<file path="config.mk">
export PLATFORM = sky130hd
export DESIGN_NAME = axi_lite_wr_arbiter
export DESIGN_NICKNAME = d
export VERILOG_FILES = /design/src/rtl/axi_lite_wr_arbiter.sv
export SDC_FILE = /design/constraint.sdc
export NUM_CORES = 1
export LEC_CHECK = 0
export CORE_AREA = 2 2 91 93
export CTS_BUF_LIST = sky130_fd_sc_hd__clkbuf_2
export CTS_CLUSTER_DIAMETER = 40
export DETAILED_ROUTE_END_ITERATION = 10
export DIE_AREA = 0 0 93 95
export DONT_BUFFER_PORTS = 1
export PLACE_DENSITY = 0.31
export SYNTH_ARGS = -nofsm -noshare
export SYNTH_HDL_FRONTEND = slang
export SYNTH_SLANG_ARGS = --single-unit
</file>
<file path="constraint.sdc">
create_clock -name clk -period 2.3 [get_ports clk]
set_input_delay 0.46 -clock clk [delete_from_list [all_inputs] [get_ports clk]]
set_output_delay 0.46 -clock clk [all_outputs]
set_load 0.1 [all_outputs]
</file>
<file path="src/rtl/axi_lite_wr_arbiter.sv">
// N-master to 1-slave AXI4-Lite write-path arbiter: round-robin on AW valid,
// one outstanding write, AW/W forwarded independently, B routed to the owner only.
module axi_lite_wr_arbiter #(
    parameter int NUM_MASTERS = 2,
    parameter int ADDR_WIDTH  = 32,
    parameter int DATA_WIDTH  = 32,
    parameter int STRB_WIDTH  = DATA_WIDTH / 8
) (
    input  logic                              clk,
    input  logic                              rst,
    input  logic [NUM_MASTERS*ADDR_WIDTH-1:0] s_aw_addr,
    input  logic [NUM_MASTERS-1:0]            s_aw_valid,
    output logic [NUM_MASTERS-1:0]            s_aw_ready,
    input  logic [NUM_MASTERS*DATA_WIDTH-1:0] s_w_data,
    input  logic [NUM_MASTERS*STRB_WIDTH-1:0] s_w_strb,
    input  logic [NUM_MASTERS-1:0]            s_w_valid,
    output logic [NUM_MASTERS-1:0]            s_w_ready,
    output logic [1:0]                        s_b_resp,
    output logic [NUM_MASTERS-1:0]            s_b_valid,
    input  logic [NUM_MASTERS-1:0]            s_b_ready,
    output logic [ADDR_WIDTH-1:0]             m_aw_addr,
    output logic                              m_aw_valid,
    input  logic                              m_aw_ready,
    output logic [DATA_WIDTH-1:0]             m_w_data,
    output logic [STRB_WIDTH-1:0]             m_w_strb,
    output logic                              m_w_valid,
    input  logic                              m_w_ready,
    input  logic [1:0]                        m_b_resp,
    input  logic                              m_b_valid,
    output logic                              m_b_ready,
    output logic [NUM_MASTERS-1:0]            grant,
    output logic [1:0]                        o_dbg_state
);

    localparam int GW = (NUM_MASTERS > 1) ? $clog2(NUM_MASTERS) : 1;

    localparam logic [1:0] ST_IDLE = 2'd0;
    localparam logic [1:0] ST_XFER = 2'd1;
    localparam logic [1:0] ST_RESP = 2'd2;

    logic [1:0]             r_state;
    logic [NUM_MASTERS-1:0] r_grant;
    logic [GW-1:0]          r_gidx;
    logic [GW-1:0]          r_last;
    logic                   r_aw_done;
    logic                   r_w_done;

    logic          w_hi_found;
    logic          w_lo_found;
    logic [GW-1:0] w_hi_idx;
    logic [GW-1:0] w_lo_idx;
    logic          w_pick_valid;
    logic [GW-1:0] w_pick_idx;
    logic          w_in_xfer;
    logic          w_in_resp;
    logic          w_sel_aw_valid;
    logic          w_sel_w_valid;
    logic          w_sel_b_ready;
    logic          w_aw_hs;
    logic          w_w_hs;
    logic          w_b_hs;
    logic          w_both_done;

    // Round-robin: first requester above the last owner wins, else the lowest requester.
    always_comb begin
        w_hi_found = 1'b0;
        w_hi_idx   = '0;
        w_lo_found = 1'b0;
        w_lo_idx   = '0;
        for (int j = 0; j < NUM_MASTERS; j++) begin
            if (s_aw_valid[j] && !w_hi_found && (GW'(j) > r_last)) begin
                w_hi_found = 1'b1;
                w_hi_idx   = GW'(j);
            end
            if (s_aw_valid[j] && !w_lo_found) begin
                w_lo_found = 1'b1;
                w_lo_idx   = GW'(j);
            end
        end
    end

    assign w_pick_valid = w_hi_found | w_lo_found;
    assign w_pick_idx   = w_hi_found ? w_hi_idx : w_lo_idx;

    // Payload mux is an AND-OR on the one-hot grant, so it reads zero whenever nobody owns the bus.
    always_comb begin
        m_aw_addr = '0;
        m_w_data  = '0;
        m_w_strb  = '0;
        for (int j = 0; j < NUM_MASTERS; j++) begin
            if (r_grant[j]) begin
                m_aw_addr = s_aw_addr[j*ADDR_WIDTH +: ADDR_WIDTH];
                m_w_data  = s_w_data[j*DATA_WIDTH +: DATA_WIDTH];
                m_w_strb  = s_w_strb[j*STRB_WIDTH +: STRB_WIDTH];
            end
        end
    end

    assign w_in_xfer      = (r_state == ST_XFER);
    assign w_in_resp      = (r_state == ST_RESP);
    assign w_sel_aw_valid = |(s_aw_valid & r_grant);
    assign w_sel_w_valid  = |(s_w_valid & r_grant);
    assign w_sel_b_ready  = |(s_b_ready & r_grant);

    // A channel transfers on a cycle where valid and ready are both high at the rising edge;
    // ready is combinational from the far side, and each channel transfers once per write.
    assign m_aw_valid = w_in_xfer & w_sel_aw_valid & ~r_aw_done;
    assign m_w_valid  = w_in_xfer & w_sel_w_valid & ~r_w_done;
    assign s_aw_ready = (w_in_xfer & m_aw_ready & ~r_aw_done) ? r_grant : '0;
    assign s_w_ready  = (w_in_xfer & m_w_ready & ~r_w_done) ? r_grant : '0;
    assign m_b_ready  = w_in_resp & w_sel_b_ready;
    assign s_b_valid  = (w_in_resp & m_b_valid) ? r_grant : '0;
    assign s_b_resp   = (|r_grant) ? m_b_resp : 2'b00;

    assign w_aw_hs     = m_aw_valid & m_aw_ready;
    assign w_w_hs      = m_w_valid & m_w_ready;
    assign w_b_hs      = m_b_valid & m_b_ready;
    assign w_both_done = (r_aw_done | w_aw_hs) & (r_w_done | w_w_hs);

    assign grant       = r_grant;
    assign o_dbg_state = r_state;

    always_ff @(posedge clk) begin
        if (rst) begin
            r_state   <= ST_IDLE;
            r_grant   <= '0;
            r_gidx    <= '0;
            r_last    <= GW'(NUM_MASTERS - 1);
            r_aw_done <= 1'b0;
            r_w_done  <= 1'b0;
        end else begin
            case (r_state)
                ST_IDLE: begin
                    if (w_pick_valid) begin
                        r_grant <= NUM_MASTERS'(1) << w_pick_idx;
                        r_gidx  <= w_pick_idx;
                        r_state <= ST_XFER;
                    end
                end
                ST_XFER: begin
                    if (w_aw_hs) begin
                        r_aw_done <= 1'b1;
                    end
                    if (w_w_hs) begin
                        r_w_done <= 1'b1;
                    end
                    if (w_both_done) begin
                        r_state <= ST_RESP;
                    end
                end
                ST_RESP: begin
                    if (w_b_hs) begin
                        r_state   <= ST_IDLE;
                        r_last    <= r_gidx;
                        r_grant   <= '0;
                        r_aw_done <= 1'b0;
                        r_w_done  <= 1'b0;
                    end
                end
                default: begin
                    r_state   <= ST_IDLE;
                    r_grant   <= '0;
                    r_aw_done <= 1'b0;
                    r_w_done  <= 1'b0;
                end
            endcase
        end
    end

endmodule

</file>
Word-level counts from Yosys, hierarchy flattened
Cells that the tools add are included.
- register bits: 8
- input bits: 149
- output and inout port bits: 83
- $lt $le $gt $ge: 2
- equality and inequality tests: 7
- shift-type cells: 1
- mux-type cells: 28
- bitwise logic cells: 24
- reductions and logical operators: 17
- operator list (kind ; count):
    $mux W32 ; 4
    $mux W2 ; 8
    $and A1 B1 Y1 ; 14
    $pmux W2 S3 ; 2
    $reduce_and A3 Y1 ; 4
    $mux W1 ; 10
    $mux W4 ; 2
    $ne A2 B1 Y1 const B ; 4
    $reduce_or A2 Y1 ; 4
    $and A2 B2 Y2 ; 3
    $pmux W1 S3 ; 2
    $logic_and A1 B1 Y1 ; 4
    $not A1 Y1 ; 4
    $reduce_and A2 Y1 ; 2
    $or A1 B1 Y1 ; 3
    $eq A2 B1 Y1 const B ; 1
    $eq A2 B2 Y1 const B ; 1
    $gt A1 B1 Y1 const A ; 2
    $logic_not A1 Y1 ; 2
    $logic_not A2 Y1 ; 1
    $ne A2 B2 Y1 const B ; 1
    $shl A1 B1 Y2 const A ; 1

Longest topological paths before layout
Gate-level depths: netlist of run 1.
- depth in word-level cells: 11
- mapped depth: 6
- depth with buffers taken out: 4

Worst setup path before layout of run 1
OpenSTA, ideal clock, no wires.
- path type: register to output
- start point: register r_grant[0], in the netlist grant[0]
- end point: output m_aw_addr[10]
- arrival: 2.528 ns
- required time: 1.840 ns
- path slack: -0.688 ns
- stages on the path, launching flop included: 7
- buffers on the path: 4
- cell sequence: dfxtp_1 buf_6 nor2b_1 buf_2 buf_4 buf_2 a22o_1
- word-level cells in the longest chain between the ends: 2
- RTL lines (element ; line ; RTL):
    from (decl) ; 42 ; logic [NUM_MASTERS-1:0] r_grant;
    from (signal assigned) ; 135 ; r_grant <= NUM_MASTERS'(1) << w_pick_idx;
    $mux W32 (2 in series) ; 91 ; if (r_grant[j]) begin
    to (decl) ; 21 ; output logic [ADDR_WIDTH-1:0] m_aw_addr,
No other way between the ends.

Worst setup path after layout of run 1
- start point: register r_grant[0], in the netlist grant[0]
- end point: output m_w_data[16]
- word-level cells in the longest chain between the ends: 2
- RTL lines (element ; line ; RTL):
    $mux W32 (2 in series) ; 91 ;
    to (decl) ; 24 ; output logic [DATA_WIDTH-1:0] m_w_data,
No other way between the ends.

==> impl_metrics.json, run 1 <==
{
  "holdWs_ns": 0.261,
  "grt_pass1_vias": 1515,
  "power.density_nw_per_um2": 542,
  "yosys_register_bits": 8,
  "diodes": 0,
  "required_ns": 1.84,
  "syn_inst": 150,
  "cts_buffers": 3,
  "firstDrtPassIters": 4,
  "hp-start": "rst",
  "cp_max_fo": 37,
  "grt.overflow.total": 0,
  "vias": 1544,
  "post-place-ws_ns": 0.520,
  "die_width_um": 93,
  "nets": 338,
  "grt_first_pass_wirelength_mm": 8.58,
  "grt_max_degree": 42,
  "drt_iter0_markers": 40,
  "synth_nets": 299,
  "cts_root_buf": "clkbuf_2",
  "period_needed_ns": 2.05,
  "critPathLaunchType": "flip-flop",
  "grt_use_total_pct": 12.5,
  "post-route-util_pct": 32.6,
  "rsz0062_at_grt": "no",
  "status": "complete, no violations",
  "hold_class": "in -> reg",
  "area_growth_pct": 118,
  "cts_tree": "built",
  "wl_per_cell_um": 22.0,
  "end_kind": "output pin",
  "ctsResizeCount": 0,
  "die_h_um": 95,
  "clkTransAtPathRegs_ns": 0.10,
  "insertion_delay_ns": 0.25,
  "rows": 33,
  "place.port_buffers": 0,
  "dp_hpwl_mm": 5.51,
  "slew_headroom_pct": 69.7,
  "post-cts-setup-buffers": 0,
  "report.final.slew_viol_count": 0,
  "start_util_pct": 14.9,
  "hold_end": "grant[1]",
  "skew_ns": 0.0116,
  "layout_setup_ws_ns": 0.245,
  "peakVddDrop_mv": 0.221,
  "htree_levels": 1,
  "ant_nets": 0,
  "power.leakage_nw": 1.10,
  "worstRegToRegCells": 5,
  "r2r_slack_ns": 0.81,
  "r2r_end": "o_dbg_state[0]",
  "drive_above_1_share_pct": 77.7,
  "drc_errors": 0,
  "post-route-period-util_pct": 89.3,
  "cts.sinks": 8,
  "dieArea_um2": 8840,
  "ios": 232,
  "via_per_inst": 5.27,
  "max_freq_mhz": 487,
  "max_cap_violations": 0,
  "ys_types": 29,
  "syn_area_per_cell_um2": 7.89,
  "finalHoldViolations": 0,
  "worstPathArrival_ns": 1.59,
  "seq_area_frac_synth_pct": 13.5,
  "worst_pin_slew_ns": 0.454,
  "setup.worst_path.class": "reg -> out",
  "wirelength_mm": 6.45,
  "min_path_cells": 1,
  "finalSetupViolCount": 0,
  "antenna_found_initial": 0,
  "gp_congestion": 0.753,
  "core_area_um2": 7930,
  "reg2reg_from": "grant[1]",
  "totalPowerFinal_mw": 1.40,
  "synth_area_um2": 1180,
  "yosysWarningCount": 0,
  "cts_buffer_depth": 2,
  "holdBufCountCts": 0
}
-- state kept, by name (all words and copies together), names as in the netlist --
signal       flops
r_w_done         1
grant            2
r_gidx           1
r_last           1
o_dbg_state      2
r_aw_done        1
-- worst max-delay path by stage --
stage          startpoint      endpoint  cells past startpoint
2_1_floorplan    grant[0]  m_aw_addr[5]                      5
3_3_place_gp     grant[0]   m_w_data[4]                      4
3_5_place_dp     grant[0]  m_w_data[25]                      4
4_1_cts          grant[0]  m_w_data[25]                      4
5_1_grt          grant[0]  m_w_data[30]                      4
6_report         grant[0]  m_w_data[16]                      4
-- per-stage QoR --
step / TNS [ns] / instance area [µm²] / cells
floorplan: -2.81 / 1540 / 150
global placement: 0 / 2560 / 289
detailed placement: 0 / 2560 / 289
CTS: 0 / 2580 / 293
global route: 0 / 2580 / 293
finish: 0 / 2580 / 293
-- layout make-up --
type	instances	area (µm²)
Fill cell	791	5350
Multi-Input combinational cell	122	1280
Timing Repair Buffer	53	973
Sequential cell	8	168
Tap cell	105	131
Clock buffer	4	20.0
Inverter	1	3.75
-- worst max-delay path, stage by stage, from the launching register on --
cell and delay, ns:
dfxtp_2 0.46, nor2b_4 0.25, buf_12 0.24, a22o_2 0.21
buf_12 0.18
-- per-layer routing --
layer | part of all wire, % | track usage (%) | wire, µm
met5 | 0 | 0 | 0
met4 | 0.54 | 1.84 | 35
met3 | 7.7 | 2.79 | 495
met2 | 54 | 21.9 | 3460
met1 | 38 | 16.1 | 2460
-- synth_stat cells --
| cell type | n | share of area [%] |
|---|---|---|
| a2111oi_2 | 1 | 1.3 |
| a21oi_1 | 6 | 2.5 |
| a21oi_2 | 2 | 1.5 |
| a22o_1 | 69 | 51 |
| a22o_2 | 1 | 0.85 |
| a22o_4 | 1 | 1.5 |
| a31oi_1 | 1 | 0.53 |
| and2_1 | 2 | 1.1 |
| and2_2 | 1 | 0.63 |
| and3_1 | 3 | 1.6 |
| and3_2 | 4 | 2.5 |
| buf_1 | 1 | 0.32 |
| buf_2 | 6 | 2.5 |
| buf_4 | 1 | 0.63 |
| buf_6 | 1 | 0.95 |
| clkbuf_1 | 10 | 3.2 |
| dfxtp_1 | 8 | 14 |
| inv_1 | 1 | 0.32 |
| mux2i_1 | 1 | 0.85 |
| nand2_1 | 8 | 2.5 |
| nand2b_1 | 2 | 1.1 |
| nand3_1 | 4 | 1.7 |
| nand4_1 | 3 | 1.6 |
| nor2_1 | 4 | 1.3 |
| nor2b_1 | 2 | 1.1 |
| nor3_1 | 1 | 0.42 |
| o21a_1 | 2 | 1.3 |
| o21ai_0 | 3 | 1.3 |
| or3_1 | 1 | 0.53 |
-- cells by family (layout without fill, tap and decap cells) --
group / Yosys count / count (layout) / synth area share, %
flip-flops: 8 / 8 / 13.5
multiplexers: 1 / 1 / 0.846
AND/OR/NAND/NOR: 35 / 35 / 16.0
buffers and inverters: 20 / 58 / 7.93
AO/OA/AOI/OAI: 86 / 86 / 61.7
-- layout by cell type (no fill, tap or decap), types with 2 or more instances in the layout --
cell type,instances
buf_12,46
a22o_2,35
a22o_4,35
nand2_1,8
and3_2,7
buf_4,7
a21oi_1,6
nor2_1,4
nand3_1,4
clkbuf_2,4
dfxtp_1,4
o21ai_0,3
nand4_1,3
dfxtp_2,3
o21a_2,2
and2_2,2
nand2b_1,2
a21oi_2,2
-- power breakdown --
| group | internal [mW] | switching (mW) |
|---|---|---|
| clock | 0.0462 | 0.0546 |
| sequential | 0.145 | 0.0110 |
| combinational | 0.322 | 0.821 |
No activity file was read; power rests on OpenSTA's default activity.
==> inputs of run 2 (changes only) <==
--- a/config.mk
+++ b/config.mk
@@ -11,6 +11,7 @@
 export DETAILED_ROUTE_END_ITERATION = 10
 export DIE_AREA = 0 0 93 95
 export DONT_BUFFER_PORTS = 1
+export HOLD_SLACK_MARGIN = 0.06
 export PLACE_DENSITY = 0.31
 export SYNTH_ARGS = -nofsm -noshare
 export SYNTH_HDL_FRONTEND = slang
==> results of run 2 <==
The final DEF is identical to that of run 1; final timing and power are the same.
==> inputs of run 3 (changes only) <==
--- a/config.mk
+++ b/config.mk
@@ -12,7 +12,8 @@
 export DIE_AREA = 0 0 93 95
 export DONT_BUFFER_PORTS = 1
 export HOLD_SLACK_MARGIN = 0.06
-export PLACE_DENSITY = 0.31
+export PLACE_DENSITY_LB_ADDON = 0.25
+export SKIP_LAST_GASP = 1
 export SYNTH_ARGS = -nofsm -noshare
 export SYNTH_HDL_FRONTEND = slang
 export SYNTH_SLANG_ARGS = --single-unit
==> run 3 against run 2 <==
Compared with the run above:
- clock skew down 0.010 ns
- power decreased by 0.62%
- sequential power barely moved
- highest routed layer unchanged
- non-clock buffer count down 1
- sequential cell count stayed put
- combinational power barely moved
- maximum frequency down 3.5%
- sequential share of layout area grew 0.051 points
==> impl_metrics.json, run 3 (synthesis gave the netlist of run 1 again) <==
{
  "die_h_um": 95,
  "max_freq_mhz": 469,
  "dp_hpwl_mm": 5.33,
  "grt_pass1_vias": 1362,
  "peakVddDrop_mv": 0.210,
  "p_sw_share_pct": 63.5,
  "reg2reg_from": "grant[1]",
  "end_kind": "output pin",
  "cp_max_fo": 68,
  "status": "complete, no violations",
  "cts_tree": "built",
  "max_cap_violations": 0,
  "power.leakage_nw": 1.09,
  "critPathLaunchType": "flip-flop",
  "rows": 33,
  "grt_first_pass_wirelength_mm": 8.23,
  "holdWs_ns": 0.265,
  "period_needed_ns": 2.13,
  "cts_buffer_depth": 2,
  "place_area_um2": 2540,
  "die_width_um": 93,
  "layout_setup_ws_ns": 0.170,
  "ff_latch_area_um2": 168,
  "vias": 1516,
  "drt_iter0_markers": 45,
  "wirelength_mm": 6.27,
  "seqPwrFrac_pct": 11.1,
  "share_comb_of_total_power_pct": 81.6,
  "grt.overflow.total": 0,
  "gp_congestion": 0.856,
  "grt_use_total_pct": 12.1,
  "worst_pin_slew_ns": 0.463,
  "switching_power_mw": 0.883,
  "start_util_pct": 14.9,
  "n_fill_cell": 823,
  "power.density_nw_per_um2": 543,
  "internal-power_mw": 0.507,
  "grt_max_degree": 69,
  "setup_tns_ns": 0,
  "required_ns": 1.84,
  "firstDrtPassIters": 4,
  "antenna_found_initial": 0,
  "report.final.slew_viol_count": 0,
  "ios": 232,
  "ant_nets": 0,
  "stdcell_area_um2": 2560,
  "dieArea_um2": 8840,
  "nets": 337,
  "instances_no_fill": 292,
  "final_cell_mix": "buf_12, a22o_2, a22o_4",
  "place.port_buffers": 0,
  "drc_errors": 0,
  "insertion_delay_ns": 0.24,
  "htree_levels": 1,
  "post-place-ws_ns": 0.443,
  "final_common_cell": "buf_12",
  "cts.sinks": 8,
  "finalHoldViolations": 0,
  "diodes": 0,
  "multi_input_area_um2": 1280,
  "holdBufCountCts": 0,
  "worstPathArrival_ns": 1.67,
  "rsz0062_at_grt": "no",
  "critPathLaunch": "grant[0]",
  "clkPwrFrac_pct": 7.3,
  "area_growth_pct": 116,
  "hold_class": "in -> reg",
  "ctsResizeCount": 0,
  "post-cts-setup-buffers": 0,
  "cts_buffers": 3,
  "clkTransAtPathRegs_ns": 0.09,
  "post-route-period-util_pct": 92.6,
  "hp-start": "rst",
  "via_per_inst": 5.19,
  "finalSetupViolCount": 0,
  "dp_cells": 288,
  "core_area_um2": 7930,
  "wl_per_cell_um": 21.5,
  "cts_root_buf": "clkbuf_2",
  "drive_above_1_share_pct": 77.5,
  "skew_ns": 0.00161,
  "r2r_slack_ns": 0.74,
  "slew_headroom_pct": 69.2,
  "setup.worst_path.class": "reg -> out"
}
[run 3: cell types whose count changed in the layout (fill, tap and decap cells not counted)]
cell and change:
buf_12 -1
[run 3: through the flow]
step	utilization [%]	total power [mW]
after floorplan	-	1.05
after global placement	32.1	1.30
after detailed placement	32.1	1.30
after CTS	32.3	1.40
after global routing	32.3	1.43
final	32.3	1.39
[run 3: path summary, 6_finish.rpt]
path | endpoint | depth (start not counted)
setup / recovery | m_aw_addr[27] | 4
hold reg to reg | r_gidx | 2
setup reg to reg | o_dbg_state[0] | 5
hold / removal | o_dbg_state[1] | 1
[run 3: layer usage]
layer,track usage [%],vias to the layer above,share of wire [%]
li1,-,685,-
met1,16.5,729,39
met2,20.0,98,53
met3,2.71,4,8.1
met4,1.84,0,0.48
met5,0,-,0
[run 3: power groups by stage]
stage	clock network [mW]	logic (mW)	registers, mW
floorplan	0	0.873	0.178
global placement	0	1.14	0.157
detailed placement	0	1.14	0.158
CTS	0.103	1.14	0.154
global route	0.110	1.16	0.156
finish	0.102	1.14	0.154
[run 3: critical path, cell delays in order, from the launching register on]
cell and delay, ns:
dfxtp_2 0.44, nor2b_4 0.20, buf_12 0.29, a22o_2 0.25
buf_12 0.18
[run 3: layout make-up]
cell class,instances,area share (%)
sequential,8,6.55
tap,105,5.13
multi-input combinational,122,50.2
inverter,1,0.147
timing repair buffer,52,37.2
clock buffer,4,0.782
